**src/rtl/div_pkg.sv**
```systemverilog
// Shared definitions for the sequential restoring divider: FSM state encoding
// and the quotient returned on a zero divisor.
package div_pkg;

  typedef enum logic [1:0] {
    StIdle = 2'd0,
    StRun  = 2'd1,
    StDone = 2'd2
  } state_e;

  // Sliced down to the divider width; supports widths up to MaxWidth.
  localparam int unsigned        MaxWidth    = 64;
  localparam logic [MaxWidth-1:0] DivZeroQuot = '1;

endpackage

```
**src/rtl/cla_sub.sv**
```systemverilog
// Carry-lookahead subtractor: diff = a + ~b + 1, carry out high means a >= b.
// Lookahead within 4-bit blocks, block carries chained between blocks.
module cla_sub #(
  parameter int unsigned Width = 33
) (
  input  logic [Width-1:0] a_i,
  input  logic [Width-1:0] b_i,
  output logic [Width-1:0] diff_o,
  output logic             carry_o
);

  localparam int unsigned Blk = 4;

  logic [Width-1:0] g;
  logic [Width-1:0] p;
  logic [Width:0]   c;

  assign g = a_i & ~b_i;
  assign p = a_i ^ ~b_i;

  always_comb begin
    int unsigned base;
    logic        acc;
    logic        pp;
    c    = '0;
    c[0] = 1'b1;
    base = 0;
    acc  = 1'b0;
    pp   = 1'b0;
    for (int unsigned i = 0; i < Width; i++) begin
      base = (i / Blk) * Blk;
      acc  = g[i];
      pp   = p[i];
      // Expand generate/propagate terms back to the block carry-in.
      for (int j = int'(i) - 1; j >= int'(base); j--) begin
        acc = acc | (pp & g[j]);
        pp  = pp & p[j];
      end
      c[i+1] = acc | (pp & c[base]);
    end
  end

  assign diff_o  = p ^ c[Width-1:0];
  assign carry_o = c[Width];

endmodule

```
**src/rtl/seq_div_32.sv**
```systemverilog
// Unsigned restoring divider, one quotient bit per clock, with RISC-V style
// divide-by-zero results (quotient all ones, remainder = dividend).
module seq_div_32
  import div_pkg::*;
#(
  parameter int unsigned WIDTH = 32
) (
  input  logic             clk,
  input  logic             rst,
  input  logic             start,
  input  logic [WIDTH-1:0] dividend,
  input  logic [WIDTH-1:0] divisor,
  output logic             busy,
  output logic             done,
  output logic [WIDTH-1:0] quotient,
  output logic [WIDTH-1:0] remainder
);

  localparam int unsigned CntW = $clog2(WIDTH) + 1;

  state_e          state_q;
  logic [WIDTH:0]   rem_q;
  logic [WIDTH-1:0] quo_q;
  logic [WIDTH-1:0] dvsr_q;
  logic [CntW-1:0]  cnt_q;
  logic             busy_q;
  logic             done_q;

  logic [WIDTH:0]   shifted;
  logic [WIDTH:0]   diff;
  logic             no_borrow;
  logic             unused_rem_msb;

  // quo_q doubles as the dividend shift register: its MSB feeds the remainder.
  assign shifted = {rem_q[WIDTH-1:0], quo_q[WIDTH-1]};

  cla_sub #(
    .Width(WIDTH + 1)
  ) u_cla_sub (
    .a_i    (shifted),
    .b_i    ({1'b0, dvsr_q}),
    .diff_o (diff),
    .carry_o(no_borrow)
  );

  always_ff @(posedge clk or posedge rst) begin
    if (rst) begin
      state_q <= StIdle;
      rem_q   <= '0;
      quo_q   <= '0;
      dvsr_q  <= '0;
      cnt_q   <= '0;
      busy_q  <= 1'b0;
      done_q  <= 1'b0;
    end else begin
      done_q <= 1'b0;
      unique case (state_q)
        StIdle, StDone: begin
          if (start) begin
            dvsr_q <= divisor;
            cnt_q  <= '0;
            if (divisor == '0) begin
              quo_q   <= DivZeroQuot[WIDTH-1:0];
              rem_q   <= {1'b0, dividend};
              state_q <= StDone;
              done_q  <= 1'b1;
              busy_q  <= 1'b0;
            end else begin
              quo_q   <= dividend;
              rem_q   <= '0;
              state_q <= StRun;
              busy_q  <= 1'b1;
            end
          end else begin
            state_q <= StIdle;
          end
        end
        StRun: begin
          rem_q <= no_borrow ? diff : shifted;
          quo_q <= {quo_q[WIDTH-2:0], no_borrow};
          if (cnt_q == CntW'(WIDTH - 1)) begin
            state_q <= StDone;
            done_q  <= 1'b1;
            busy_q  <= 1'b0;
          end else begin
            cnt_q <= cnt_q + 1'b1;
          end
        end
        default: begin
          state_q <= StIdle;
          busy_q  <= 1'b0;
        end
      endcase
    end
  end

  // The kept remainder is always below the divisor, so its top bit stays zero.
  assign unused_rem_msb = rem_q[WIDTH];

  assign busy      = busy_q;
  assign done      = done_q;
  assign quotient  = quo_q;
  assign remainder = rem_q[WIDTH-1:0];

endmodule
```
**config.mk**
```make
export PLATFORM = sky130hd
export DESIGN_NAME = seq_div_32
export DESIGN_NICKNAME = d
export VERILOG_FILES = /design/src/rtl/div_pkg.sv /design/src/rtl/cla_sub.sv /design/src/rtl/seq_div_32.sv
export SDC_FILE = /design/constraint.sdc
export NUM_CORES = 1
export LEC_CHECK = 0
export CAP_MARGIN = 30
export CORE_ASPECT_RATIO = 0.7
export CORE_MARGIN = 1.5
export CORE_UTILIZATION = 52
export DETAILED_ROUTE_END_ITERATION = 6
export PLACE_DENSITY = 0.86
export SETUP_SLACK_MARGIN = 0.5
export SLEW_MARGIN = 0
export SYNTH_ARGS = -nofsm -noshare
export SYNTH_HDL_FRONTEND = slang
export SYNTH_SLANG_ARGS = --single-unit
```
**constraint.sdc**
```tcl
create_clock -name clk -period 4.1 [get_ports clk]
set_input_delay 0.615 -clock clk [delete_from_list [all_inputs] [get_ports clk]]
set_output_delay 0.615 -clock clk [all_outputs]
set_load 0.05 [all_outputs]
```
==> results.md, run 1 <==
* Status: completed
* CTS root buf: clkbuf_16
* PostCTS Resize Cnt at 0
* GRT Total Usage at 30.2%
* Iter 0 DRT Violations at 693
* Setup-failing EPs final at 0
* Synthesized instance count at 735
* DIE HEIGHT at roughly 96 um
* CTS buffer count at 9
* Total wire length at 19.2 mm
* Crit Path Category: reg2reg
* Final ANT Viol Nets at 0
* Nets at between 900 and 1,000
* Area of the die at 13,200 um^2
* Number of enable flip-flop cells after synthesis at 0
* Area share of the largest cell type after synthesis at 40.9%
* Hold crit path type: reg2reg
* Syn. warnings at 0
* Post-Syn Area at 6480 um^2
* Top cells by area, synth: dfrtp_1, ha_1, nand2_1
* Critical path required time at around 4.4 ns
* Max incr delay on CP at 0.45 ns
* Leading cell type in the layout, fill and taps excluded: clkdlybuf4s50_1
* Ys async rst share at 100%
* Max_cap viols at 0
* Initial antenna violation count at 0
* DP Wirelength at 13.6 mm
* Cell variety after synth at 50
* Crit end category: register
* Syn nets at 843
* DRC Markers at 0
* Starting Density at 54.3%
* TritonCTS clock tree: yes
* Die width at 136 um
* Post-CTS Setup Bufs at 0
* Post-synth top area cell: dfrtp_1
* Vias/cell at roughly 6.2
* Share of layout cells above drive strength 1 at 5.43%
* Avg Cell Area, Syn at 8.82 um^2
* Setup Skew at 0.00924 ns
* Fmax at 307 MHz
* Largest net degree at the start of global routing at between 100 and 150
* Register area at 2650 um^2
* Vias in the first global route at just under 6,000
* Synth Flop Type: dfrtp_1
* Layout Cells excl Fill at approximately 1,000
* CP max-delay cell: dfrtp_1
* Commonest cells after routing, fill and taps aside: clkdlybuf4s50_1, dfrtp_1, nand2_1
* Fin. Hold Viols at 0
* Hold Slack at about 0.5 ns
* Placed cell count at 988
* Fillers at 896
* Port buffer count at about 130
* Crit path cell chain: inv_1, ha_1, o21ai_0, a22oi_1, and4_1, or2_2, a31o_2, a21oi_1, fa_1, and3_1, nor3_1
* Bufs on Longest Clock Path at 2
* Relative slew slack at 46.4%
* RSZ-0062 raised after global routing: false
* TritonRoute pass-1 iters at 5
* Register area share after synthesis at 40.9%
* Worst-path clk slew at 0.08 ns
* Routed len/inst at 19.1 um
* Min Tclk post-route at 3.25 ns
* Core area at around 12,000 um^2
* Grt ovf at 0
* # diodes at 0
* Crit path DAT at 3.52 ns
* Num rows at 33
* First-pass GRT wire length at ~30 mm
* Clk sinks at between 100 and 150
* Setup TNS at 0 ns
* #FFs+latches synth at 106
* GPL Wtd Cong at between 0.8 and 0.9
* Final slew viol count at 0
* Area Growth Syn to Fin at 27.0%
* Post-CTS Hold Buffers at 0
* DR vias at roughly 6,200
* Slew @ Worst Pin at 0.804 ns
* Io pins at 133
* Worst setup SP type: register
* Worst skew pair latency at between 0.3 and 0.4 ns
* CP Max Fanout at 5
* H-tree level count at 3
* Final period util at 79.3%
* Multi-input gate area at 3460 um^2
[registers in the layout (all words and copies together), names as in the netlist]
register and cells:
quotient 32, cnt_q 6, done 1, busy 1
dvsr_q 32, state_q 2, rem_q 32
[cell families after synthesis]
kind of cell | count (synthesis) | synth area share (%)
AND/OR/NAND/NOR | 266 | 19.9
XOR/XNOR | 25 | 3.38
AO/OA/AOI/OAI | 191 | 19.0
buffers and inverters | 93 | 6.08
adder cells (fa/ha/maj) | 41 | 8.72
flip-flops | 106 | 40.9
multiplexers | 13 | 2.01
[routing by layer]
layer	share of wire [%]	global-route usage, %	wire, um
met4	2.5	9.66	486
met5	0	0	0
met1	42	39.7	7990
met2	47	49.5	8940
met3	9.3	7.30	1780
[Yosys cell counts, types with 2 or more instances]
cell	instances
xor2_1	9
nand2b_1	5
inv_1	46
o21bai_1	2
clkbuf_1	38
and3_4	3
mux2i_1	13
nor4_1	9
a311oi_1	9
nor2_1	66
a211oi_1	21
o21ai_1	2
or2_2	3
a21oi_1	38
o31ai_1	30
xnor2_1	16
o21a_1	4
buf_1	3
fa_1	7
a31oi_1	4
nand3_1	15
a22oi_1	2
o22ai_1	12
o21ai_0	47
o211ai_1	4
nand2_1	73
and4_1	5
ha_1	34
a211o_1	2
nand4_1	7
buf_6	4
dfrtp_1	106
nor2b_1	3
a21o_1	6
nor3_2	3
and3_1	31
nor3_1	40
[worst max-delay path: cells and delay by family (launching register included)]
kind / cells / cell delay, ns
buffers and inverters: 1 / 0.07
AND/OR/NAND/NOR: 4 / 0.95
adder cells (fa/ha/maj): 2 / 0.73
flip-flops: 1 / 0.45
AO/OA/AOI/OAI: 4 / 0.97
[layout make-up]
cell class              instances  area share [%]
inverters                      46            2.13
clock buffers                  12            3.24
repair buffers                143            17.3
multi-input cells             536            42.0
well taps                     157            2.38
clock inverters                 4           0.668
flip-flops and latches        106            32.2
[metrics by stage]
step / utilization [%] / setup slack (ns) / cell area (um^2)
floorplan: - / 0.696 / 6480
global placement: 66.3 / 0.693 / 7920
detailed placement: 66.3 / 0.596 / 7920
CTS: 69.0 / 0.877 / 8240
global route: 69.0 / 0.578 / 8240
finish: 69.0 / 0.847 / 8240
[path summary, 6_finish.rpt]
check | startpoint | slack [ns] | cells after the start | end
max | quotient[31]$_DFFE_PP0P_ | 0.85 | 11 | rem_q[28]$_DFFE_PP0P_
min | cnt_q[0]$_DFFE_PP0P_ | 0.50 | 1 | cnt_q[0]$_DFFE_PP0P_
max reg2reg | quotient[31]$_DFFE_PP0P_ | 0.85 | 11 | rem_q[28]$_DFFE_PP0P_
min reg2reg | cnt_q[0]$_DFFE_PP0P_ | 0.50 | 1 | cnt_q[0]$_DFFE_PP0P_
max in group asynchronous | rst | 2.44 | 3 | quotient[7]$_DFFE_PP0P_
min in group asynchronous | rst | 0.78 | 2 | dvsr_q[17]$_DFFE_PP0P_
Power of run 1 is left out: the tool's default activity adds up to more than one toggle a clock period on the data nets, which glitch-free logic cannot reach.
==> run 2: changes to the inputs <==
--- a/config.mk
+++ b/config.mk
@@ -8,9 +8,9 @@
 export CAP_MARGIN = 30
 export CORE_ASPECT_RATIO = 0.7
 export CORE_MARGIN = 1.5
-export CORE_UTILIZATION = 52
+export CORE_UTILIZATION = 47
 export DETAILED_ROUTE_END_ITERATION = 6
-export PLACE_DENSITY = 0.86
+export PLACE_DENSITY = 0.82
 export SETUP_SLACK_MARGIN = 0.5
 export SLEW_MARGIN = 0
 export SYNTH_ARGS = -nofsm -noshare
==> constraint.sdc (replaced) <==
create_clock -name clk -period 2.72 [get_ports clk]
set_input_delay 0.408 -clock clk [delete_from_list [all_inputs] [get_ports clk]]
set_output_delay 0.408 -clock clk [all_outputs]
set_load 0.05 [all_outputs]
==> results.md, run 2 (same netlist as run 1, synthesis figures left out) <==
* Commonest cells after routing, fill and taps aside: clkdlybuf4s50_1, dfrtp_1, nand2_1
* Crit Path Category: reg2reg
* Total wire length at 21.7 mm
* RSZ-0062 raised after global routing: true
* Crit path DAT at 2.89 ns
* Starting Density at 48.7%
* Iter 0 DRT Violations at 579
* Io pins at 133
* GRT Total Usage at between 20% and 30%
* First-pass GRT wire length at 31.5 mm
* Worst skew pair latency at 0.36 ns
* Post-route setup slack at 0.100 ns
* R2r setup slk at between 0.1 and 0.15 ns
* CP Max Fanout at 7
* Leading cell type in the layout, fill and taps excluded: clkdlybuf4s50_1
* Num rows at 35
* CTS root buf: clkbuf_16
* Min Tclk post-route at 2.62 ns
* H-tree level count at 3
* Port buffer count at 132
* Final period util at 96.3%
* Routed len/inst at 19.7 um
* Relative slew slack at 60.2%
* Clk sinks at between 100 and 150
* Final slew viol count at 0
* Largest net degree at the start of global routing at around 110
* Vias in the first global route at 6,183
* Initial antenna violation count at 0
* Core area at 13,300 um^2
* Setup Skew at 0.00776 ns
* DIE HEIGHT at 101 um
* Final Util at between 70% and 80%
* Hold crit path type: reg2reg
* Share of layout cells above drive strength 1 at 26.4%
* DR vias at 6,572
* Area of the die at 14,500 um^2
* Vias/cell at 5.96
* CTS buffer count at 9
* Max_cap viols at 0
* # diodes at 0
* Setup-failing EPs final at 0
* Fin. Hold Viols at 0
* Fmax at approximately 380 MHz
* TritonRoute pass-1 iters at 5
* DP Wirelength at 14.0 mm
* DRC Markers at 0
* Post-place setup slack at 0.0263 ns
* Die width at 143 um
* Crit end category: register
* Status: completed
* Post-CTS Hold Buffers at 0
* Nets at 1,021
* Critical path required time at 2.99 ns
* Worst setup SP type: register
* Worst-path clk slew at 0.08 ns
* Fillers at 925
* TritonCTS clock tree: yes
* Grt ovf at 0
* Area Growth Syn to Fin at 49.1%
* GPL Wtd Cong at 0.869
* Slew @ Worst Pin at 0.598 ns
* Final ANT Viol Nets at 0
* Bufs on Longest Clock Path at 2
[run 2: cell types whose count changed in the layout (fill, tap and decap cells not counted), sizes merged]
cell / delta
buf: +67
clkbuf: +2
bufinv: -1
clkinvlp: +1
inv: +2
[run 2: path summary, 6_finish.rpt]
| path | from | to | cells after the start |
|---|---|---|---|
| max in group asynchronous | rst | rem_q[11]$_DFFE_PP0P_ | 3 |
| min in group asynchronous | rst | quotient[21]$_DFFE_PP0P_ | 3 |
| hold reg to reg | cnt_q[0]$_DFFE_PP0P_ | cnt_q[0]$_DFFE_PP0P_ | 1 |
| hold / removal | cnt_q[0]$_DFFE_PP0P_ | cnt_q[0]$_DFFE_PP0P_ | 1 |
| setup / recovery | rem_q[22]$_DFFE_PP0P_ | rem_q[7]$_DFFE_PP0P_ | 10 |
| setup reg to reg | rem_q[22]$_DFFE_PP0P_ | rem_q[7]$_DFFE_PP0P_ | 10 |
[run 2: final cells by class]
cell class	instances	area (um^2)	area share, %
inverter	46	176	1.82
tap	185	231	2.39
clock buffer	10	239	2.47
clock inverter	6	53.8	0.556
multi-input combinational	536	4160	43.0
sequential	106	2690	27.8
timing repair buffer	214	2120	22.0
[run 2: layer usage]
metal | wire length (um) | vias to the layer above | GRT usage, %
li1 | - | 2998 | -
met1 | 9250 | 3225 | 38.3
met2 | 10000 | 289 | 43.4
met3 | 1690 | 60 | 6.24
met4 | 774 | 0 | 10.7
met5 | 0 | - | 0
[run 2: what timing repair did]
action	4_1_cts	5_1_grt
gates cloned	0	5
setup buffers	31	9
endpoints found under the setup margin	33	49
gates resized for setup	28	67
pin swaps	20	35
[run 2: critical path, stage by stage (launching register included)]
cell      delay, ns
dfrtp_2        0.43
ha_4           0.24
a211o_1        0.34
a221oi_4       0.26
a21oi_2        0.10
a31oi_2        0.16
nand3_2        0.11
a31o_4         0.32
buf_12         0.18
and2_4         0.20
a211oi_2       0.18
[run 2: stage by stage]
step | setup TNS [ns] | instances | cell area, um^2 | hold WS [ns]
after detailed placement | 0 | 1042 | 8530 | 0.498
after floorplan | 0 | 735 | 6840 | 0.460
after global routing | -0.0212 | 1103 | 9670 | 0.551
after CTS | 0 | 1089 | 9150 | 0.508
final | 0 | 1103 | 9670 | 0.504
after global placement | 0 | 1042 | 8530 | 0.479
Power of run 2 is left out for the same reason.
==> run 3: changes to the inputs <==
--- a/config.mk
+++ b/config.mk
@@ -7,7 +7,7 @@
 export LEC_CHECK = 0
 export CAP_MARGIN = 30
 export CORE_ASPECT_RATIO = 0.7
-export CORE_MARGIN = 1.5
+export CORE_MARGIN = 2
 export CORE_UTILIZATION = 47
 export DETAILED_ROUTE_END_ITERATION = 6
 export PLACE_DENSITY = 0.82
==> results.md, run 3 (same netlist as run 1, synthesis figures left out) <==
* RSZ-0062 raised after global routing: true
* Hold crit path type: in2async
* Core area at 13,300 um^2
* Final ANT Viol Nets at 0
* Fillers at 914
* Commonest cells after routing, fill and taps aside: clkdlybuf4s50_1, dfrtp_1, nand2_1
* Global route hottest layer: met2
* CP Max Fanout at 6
* Setup Skew at between 0.005 and 0.006 ns
* Crit path launch: rem_q[7]$_DFFE_PP0P_
* Routed len/inst at 20.9 um
* Share of layout cells above drive strength 1 at around 28%
* Io pins at approximately 130
* Port buffer count at approximately 130
* Post-route setup slack at 0.00473 ns
* Largest net degree at the start of global routing at 88
* R2r setup slk at 0.005 ns
* H-tree level count at 3
* Clk sinks at between 100 and 150
* Final instance area at about 10000 um^2
* Worst r2r src: rem_q[7]$_DFFE_PP0P_
* Iter 0 DRT Violations at just under 600
* Fin. Hold Viols at 0
* Status: completed
* Vias in the first global route at 6,338
* Vias/cell at about 6.0
* Fmax at 368 MHz
* Met1 Use GR at approximately 40%
* Layout Cells excl Fill at 1,115
* DIE HEIGHT at 102 um
* Critical path required time at about 3 ns
* First-pass GRT wire length at 33.5 mm
* Total wire length at 23.3 mm
* Num rows at 35
* Relative slew slack at a little under two thirds
* Leading cell type in the layout, fill and taps excluded: clkdlybuf4s50_1
* Met2 Usage GRT at a little under half
* Levels on crit path at 11
* Setup-failing EPs final at 0
* Bufs on Longest Clock Path at 2
* Area of the die at 14,800 um^2
* DRC Markers at 0
* Crit end category: register
* Die width at 144 um
* RR Endpoint: rem_q[9]$_DFFE_PP0P_
* Post-Place Cell Area at between 8000 and 9000 um^2
* Max incr delay on CP at 0.46 ns
* DP Wirelength at about 14 mm
* Final period util at between 90% and 100%
* TritonRoute pass-1 iters at 5
* TritonCTS clock tree: yes
* Worst-path clk slew at roughly 0.08 ns
* Starting Density at between 40% and 50%
* Final Util at 74.4%
* Post-place setup slack at ~0.0046 ns
* CP delay by family, top: simple AND/OR/NAND/NOR gates
* Grt ovf at 0
* Crit path cell chain: ha_4, nand2_1, nor2_2, and4_4, buf_4, o2111ai_2, nand3_2, a31o_4, clkbuf_16, mux2i_1, a21oi_1
* Nets at between 1,000 and 1,500
* DR vias at 6,741
* Worst setup SP type: register
* Max_cap viols at 0
* Final slew viol count at 0
* Area Growth Syn to Fin at 52.7%
* # diodes at 0
* CTS buffer count at 9
* Min Tclk post-route at approximately 2.7 ns
* Crit Path Category: reg2reg
* WP buf/inv at 2
* CTS root buf: clkbuf_16
* CP max-delay cell: dfrtp_2
* Worst R2R Path Depth at 11
* GRT met3 Usage at 7.26%
* Crit path DAT at 2.93 ns
* Worst skew pair latency at 0.36 ns
* Placed cell count at 1,038
* Crit path to: rem_q[9]$_DFFE_PP0P_
* GRT Total Usage at slightly below 30%
* GPL Wtd Cong at 0.863
* Slew @ Worst Pin at 0.546 ns
* Initial antenna violation count at 0
==> run 3: cell count changes in the layout (fill, tap and decap cells not counted), moves of 3 or more <==
cell     before  now
nor3_2        5    9
ha_1         12    9
o31ai_1      26   23
buf_4        63   72
==> run 3: metal layers <==
metal / share of wire [%] / wire length [um]
met5: 0 / 0
met2: 47 / 10900
met3: 8.8 / 2060
met4: 3.0 / 709
met1: 41 / 9550
==> run 3: worst min-delay path by stage <==
stage,startpoint,to,slack (ns)
3_3_place_gp,cnt_q[0]$_DFFE_PP0P_,cnt_q[0]$_DFFE_PP0P_,0.48
3_5_place_dp,cnt_q[0]$_DFFE_PP0P_,cnt_q[0]$_DFFE_PP0P_,0.49
4_1_cts,rst,quotient[23]$_DFFE_PP0P_,0.29
2_1_floorplan,cnt_q[0]$_DFFE_PP0P_,cnt_q[0]$_DFFE_PP0P_,0.46
5_1_grt,rst,quotient[23]$_DFFE_PP0P_,0.29
6_report,rst,quotient[23]$_DFFE_PP0P_,0.28
==> run 3: worst register-to-register path: stages (launching register included) <==
cell and delay (ns):
dfrtp_2 0.46, ha_4 0.31, nand2_1 0.07, nor2_2 0.19, and4_4 0.30, buf_4 0.13
o2111ai_2 0.10, nand3_2 0.15, a31o_4 0.27, clkbuf_16 0.20, mux2i_1 0.26, a21oi_1 0.14
==> run 3: final cells by class <==
cell class              count  area, um^2  share of cell area [%]
clock inverters             7         100                    1.01
multi-input cells         537        4240                    42.8
clock buffers               9         225                    2.27
repair buffers            225        2240                    22.6
inverters                  46         176                    1.78
flip-flops and latches    106        2690                    27.1
well taps                 185         231                    2.34
==> run 3: timing repair <==
| action | CTS | global route |
|---|---|---|
| buffers inserted | 38 | 16 |
| hold buffers | 0 | 0 |
| cloned | 2 | 5 |
| resized for setup | 45 | 63 |
| setup endpoints to repair | 33 | 44 |
| pin swaps | 27 | 41 |
==> run 3: per-stage QoR <==
step                      hold WS, ns  setup TNS, ns
after floorplan                 0.460              0
after global placement          0.480              0
after detailed placement        0.490              0
after CTS                       0.288              0
after global routing            0.293        -0.0360
final                           0.282              0
Power of run 3 is left out for the same reason.
==> patch 1 (config.mk and constraints of run 2) <==
`WIDTH`: 32 -> 16.
--- a/src/rtl/seq_div_32.sv
+++ b/src/rtl/seq_div_32.sv
@@ -5,3 +5,3 @@
 #(
-  parameter int unsigned WIDTH = 32
+  parameter int unsigned WIDTH = 16
 ) (
Ports: changed (resized dividend, divisor, quotient and remainder); port bits go from 133 to 69. No check against the original RTL was run, so the function may have changed too.
==> patch 1 against run 2 <==
Fmax rose by 1.4%. Sequential cell count fell by 49. Routed wire length fell by 51%. Core utilization fell by 1.9 points. First-iteration DRC count fell by 47%. Area after synthesis fell by 47%. Worst setup slack improved by 0.037 ns. Via count fell by 49%. Cell area fell by 49%.
Power is left out: the tool's default activity adds up to more than one toggle a clock period on the data nets, which glitch-free logic cannot reach.
==> patch 1: results (changes against run 2) <==
{| class="wikitable"
! Metric !! Value
|-
| Fill cell total of the finished layout || 511 (-45%)
|-
| Final #Nets || 525 (-49%)
|-
| Post-Route WL || 10600 um (-51%)
|-
| Commonest cells post-synth || sky130_fd_sc_hd__dfrtp_1, sky130_fd_sc_hd__nand2_1, sky130_fd_sc_hd__o21ai_0
|-
| Proportion of layout cells with a drive suffix above 1 || 21.6% (-4.8 points)
|-
| Delay of the slowest cell on the worst path || 0.54 ns (+0.11 ns)
|-
| Worst Tran Pin Value || 0.771 ns (+0.173 ns)
|-
| Worst reg2reg endpoint || rem_q[5]$_DFFE_PP0P_
|-
| Wire length on met3 || 985 um (-42%)
|-
| DPL Wire Length || 6880 um (-51%)
|-
| Maximum number of pins on one net before global-route repair || 37 (-65%)
|-
| CTS root buf || sky130_fd_sc_hd__clkbuf_8
|-
| Adder-cell area share of the yosys netlist || 8.68% (-0.041 points)
|-
| RR Startpoint || rem_q[10]$_DFFE_PP0P_
|-
| XOR/XNOR Fraction of Synth Area || 1.79% (-1.6 points)
|-
| Crit path max fanout || 10 (+3)
|-
| Worst path arrival time || 2.81 ns (-0.08 ns)
|-
| Hold Crit Class || primary input to async pin
|-
| Dpl ws || 0.149 ns (+0.123 ns)
|-
| Global-route wire length before repair || 16200 um (-49%)
|-
| Max Freq || 387 MHz (+1.4%)
|-
| Result of the run || complete, no violations
|-
| Compound-cell area share of the yosys netlist || 22.6% (+3.6 points)
|-
| Post-synth net total || 431 (-49%)
|-
| Worst R2R Path Depth || 8 (-2)
|-
| Hold Worst Slack || 0.447 ns (-0.0566 ns)
|-
| Setup slack of the worst register-to-register path || 0.14 ns (+0.04 ns)
|-
| Met2 wire length || 5000 um (-50%)
|-
| Skew final || 0.0106 ns (+0.00285 ns)
|-
| Area fraction of the dominant cell type after synthesis || 41.6% (+0.67 points)
|-
| Sequential element share of the synthesized area || 41.6% (+0.67 points)
|-
| Met1 routed wirelength after detailed routing || 4410 um (-52%)
|-
| Share of cell area taken by muxes after synthesis || 2.41% (+0.40 points)
|-
| Cell with the biggest individual delay on the critical path || sky130_fd_sc_hd__or4_4
|-
| Per-instance average area after synthesis || 9.17 um^2 (+4.0%)
|-
| Post-route cell area || 4890 um^2 (-49%)
|}
[patch 1: cell count changes in the layout (fill, tap and decap cells not counted), sizes merged, moves of 26 or more]
cell	run 2	this run
dfrtp	106	57
clkdlybuf4s50	132	68
buf	78	38
nand2	73	45
inv	50	24
nor3	43	10
nor2	66	16
[patch 1: timing repair]
item,4_1_cts,5_1_grt
setup buffers,19,6
endpoints found under the setup margin,17,17
pin swaps,16,11
cloned,0,0
resized for setup,14,10
[patch 1: layer usage]
metal | up-vias | global-route usage, %
met5 | - | 0
met4 | 0 | 12.3
met3 | 28 | 8.41
met2 | 178 | 43.9
met1 | 1632 | 34.6
li1 | 1545 | -
[patch 1: area by class of cell]
type | count | area share [%]
Clock inverter | 6 | 1.69
Tap cell | 94 | 2.40
Inverter | 24 | 1.84
Sequential cell | 57 | 29.5
Timing Repair Buffer | 106 | 20.7
Clock buffer | 10 | 2.61
Multi-Input combinational cell | 270 | 41.3
==> patch 2 (config.mk and constraints of run 2) <==
Made on the original files. Register the output `remainder`, with the module's reset; this adds one clock of latency there. The other outputs are not delayed to match.
--- a/src/rtl/seq_div_32.sv
+++ b/src/rtl/seq_div_32.sv
@@ -102,3 +102,9 @@
   assign quotient  = quo_q;
-  assign remainder = rem_q[WIDTH-1:0];
+  always_ff @(posedge clk or posedge rst) begin
+    if (rst) begin
+      remainder <= '0;
+    end else begin
+      remainder <= rem_q[WIDTH-1:0];
+    end
+  end
 
Formal check against the unedited RTL: not equivalent (a bounded check fails within 4 cycles, from zero or initial values and one cycle with rst high).
==> patch 2 against run 2 <==
The flow now finishes with violations (design-rule violations, negative setup slack). Area after synthesis increased by 14%. Routed wire length increased by 23%. Sequential cell count increased by 32. Clock skew increased by 0.0024 ns. Cell area increased by 17%. Global-route usage increased by 2.0 points. Worst setup slack got worse by 0.31 ns.
Power is not shown: default switching activity piles up to over one toggle a cycle in this logic, so the estimate is an artifact.
==> patch 2: results (changes against run 2) <==
{| class="wikitable"
! Metric !! Value
|-
| Via density || 6.27 (+5.3%)
|-
| Clk_lat worst skew || 0.43 ns (+0.07 ns)
|-
| Biggest area contributors in the synthesized netlist || sky130_fd_sc_hd__dfrtp_1, sky130_fd_sc_hd__ha_1, sky130_fd_sc_hd__nor2_1, sky130_fd_sc_hd__nand2_1, sky130_fd_sc_hd__o21ai_0
|-
| Hold Crit Class || primary input to async pin
|-
| CTS max path bufs || 2 (unchanged)
|-
| CTS root buf || sky130_fd_sc_hd__clkbuf_16
|-
| Skew final || 0.0101 ns (+0.00236 ns)
|-
| Vias in the first global route || 7373 (+19%)
|-
| Worst path arrival time || 3.28 ns (+0.39 ns)
|-
| Gate count after technology mapping || 799 (+8.7%)
|-
| Placed inst area || 9650 um^2 (+13%)
|-
| Global-route wire length before repair || 38600 um (+22%)
|-
| Post-synth net total || 907 (+7.6%)
|-
| Number of design rule violations left after detail routing || 8 (+8)
|-
| # port buffers || 132 (unchanged)
|-
| Failing checks || design-rule violations, negative setup slack
|-
| Detailed Routing Iterations Pass 1 || 7 (+2)
|-
| Share of async-settable or async-resettable flops after synthesis || 100% (unchanged)
|-
| Fill cell total of the finished layout || 980 (+5.9%)
|-
| DRC violation total after the first TritonRoute iteration || 874 (+51%)
|-
| Unique cell type count in the Yosys netlist || 59 (+18%)
|-
| Commonest cells post-synth || sky130_fd_sc_hd__dfrtp_1, sky130_fd_sc_hd__nor2_1, sky130_fd_sc_hd__nand2_1
|-
| Final worst-path setup slack || -0.214 ns (-0.314 ns)
|-
| Setup Total Neg Slack || -3.28 ns (-3.28 ns)
|-
| Leading register cell type out of synthesis || sky130_fd_sc_hd__dfrtp_1
|-
| Initial antenna violation count || 1 (+1)
|-
| Worst Tran Pin Value || 0.628 ns (+0.0302 ns)
|-
| CTS HTree Levels || 4 (+1)
|-
| Clock slew seen by the registers of the worst setup and hold paths || 0.06 ns (-0.02 ns)
|-
| Sequential element share of the synthesized area || 46.6% (+5.7 points)
|-
| Cts bufs inserted || 17 (+8)
|-
| Post-Route WL || 26600 um (+23%)
|-
| Gpl congestion || 0.936 (+7.8%)
|-
| Syn. warnings || 0 (unchanged)
|-
| Final setup fails || 31 (+31)
|-
| Crit path max fanout || 5 (-2)
|-
| Worst R2R Path Depth || 11 (+1)
|-
| GRT Util Overall || 29.9% (+2.0 points)
|-
| Proportion of layout cells with a drive suffix above 1 || 27.8% (+1.5 points)
|-
| Maximum number of pins on one net before global-route repair || 78 (-27%)
|-
| DPL Wire Length || 16100 um (+15%)
|-
| Result of the run || complete, but fails checks
|-
| Wire length per cell after detailed routing || 21.4 um (+8.6%)
|-
| Final #Nets || 1141 (+12%)
|-
| Instance count after placement with tap cells included || 1170 (+12%)
|}
-- patch 2: layer usage --
layer	GRT usage (%)	share of wire, %	routed length, um	vias to the layer above
li1	-	-	-	3374
met1	39.4	39	10300	3760
met2	48.1	48	12700	555
met3	6.09	9.3	2490	127
met4	13.4	4.4	1170	0
met5	0.298	0	0	-
-- patch 2: timing repair --
| action | in CTS | in global routing |
|---|---|---|
| endpoints found under the setup margin | 47 | 49 |
| setup buffers | 25 | 17 |
| cloned | 2 | 0 |
| pin swaps | 40 | 44 |
| resized for setup | 65 | 69 |
-- patch 2: critical path, cell delays in order, from the launching register on --
cell and delay [ns]:
sky130_fd_sc_hd__dfrtp_1 0.41, sky130_fd_sc_hd__ha_4 0.28, sky130_fd_sc_hd__and4_4 0.25, sky130_fd_sc_hd__and4b_2 0.34, sky130_fd_sc_hd__nor3_4 0.08, sky130_fd_sc_hd__a2111oi_4 0.44, sky130_fd_sc_hd__buf_4 0.20, sky130_fd_sc_hd__buf_6 0.10
sky130_fd_sc_hd__o21ai_4 0.09, sky130_fd_sc_hd__buf_6 0.18, sky130_fd_sc_hd__a211o_1 0.28, sky130_fd_sc_hd__a31oi_1 0.18
-- patch 2: cell families (layout without fill, tap and decap cells) --
family	after synthesis	count (layout)	synth area share [%]
AOI/OAI and AO/OA	215	215	19.5
xor gates and xnor gates	22	22	2.60
adders and majority gates	41	41	7.63
buffers and inverters	100	346	5.40
DFF	138	138	46.6
muxes	1	1	0.135
other	0	1	0
and+or+nand+nor	282	282	18.1
-- patch 2: layout make-up --
type	instances	area [um^2]	area share, %
multi-input combinational	561	4300	37.9
timing repair buffer	269	2540	22.4
antenna	1	2.50	0.0221
sequential	138	3450	30.5
clock buffer	19	443	3.90
clock inverter	12	174	1.53
tap	200	250	2.21
inverter	46	176	1.56
-- patch 2: path summary, 6_finish.rpt --
path                                  startpoint                  endpoint
setup / recovery            rem_q[9]$_DFFE_PP0P_      rem_q[2]$_DFFE_PP0P_
hold / removal                               rst  quotient[26]$_DFFE_PP0P_
setup reg to reg            rem_q[9]$_DFFE_PP0P_      rem_q[2]$_DFFE_PP0P_
hold reg to reg            rem_q[27]$_DFFE_PP0P_   remainder[27]$_DFF_PP0_
max in group asynchronous                    rst    dvsr_q[11]$_DFFE_PP0P_
min in group clk                     divisor[22]    dvsr_q[22]$_DFFE_PP0P_
-- patch 2: per-stage QoR --
step                setup WS (ns)  hold WS, ns
floorplan                  0.0107        0.396
global placement           -0.260        0.429
detailed placement         -0.290        0.446
CTS                       -0.0517        0.348
global route               -0.345        0.381
finish                     -0.214        0.339
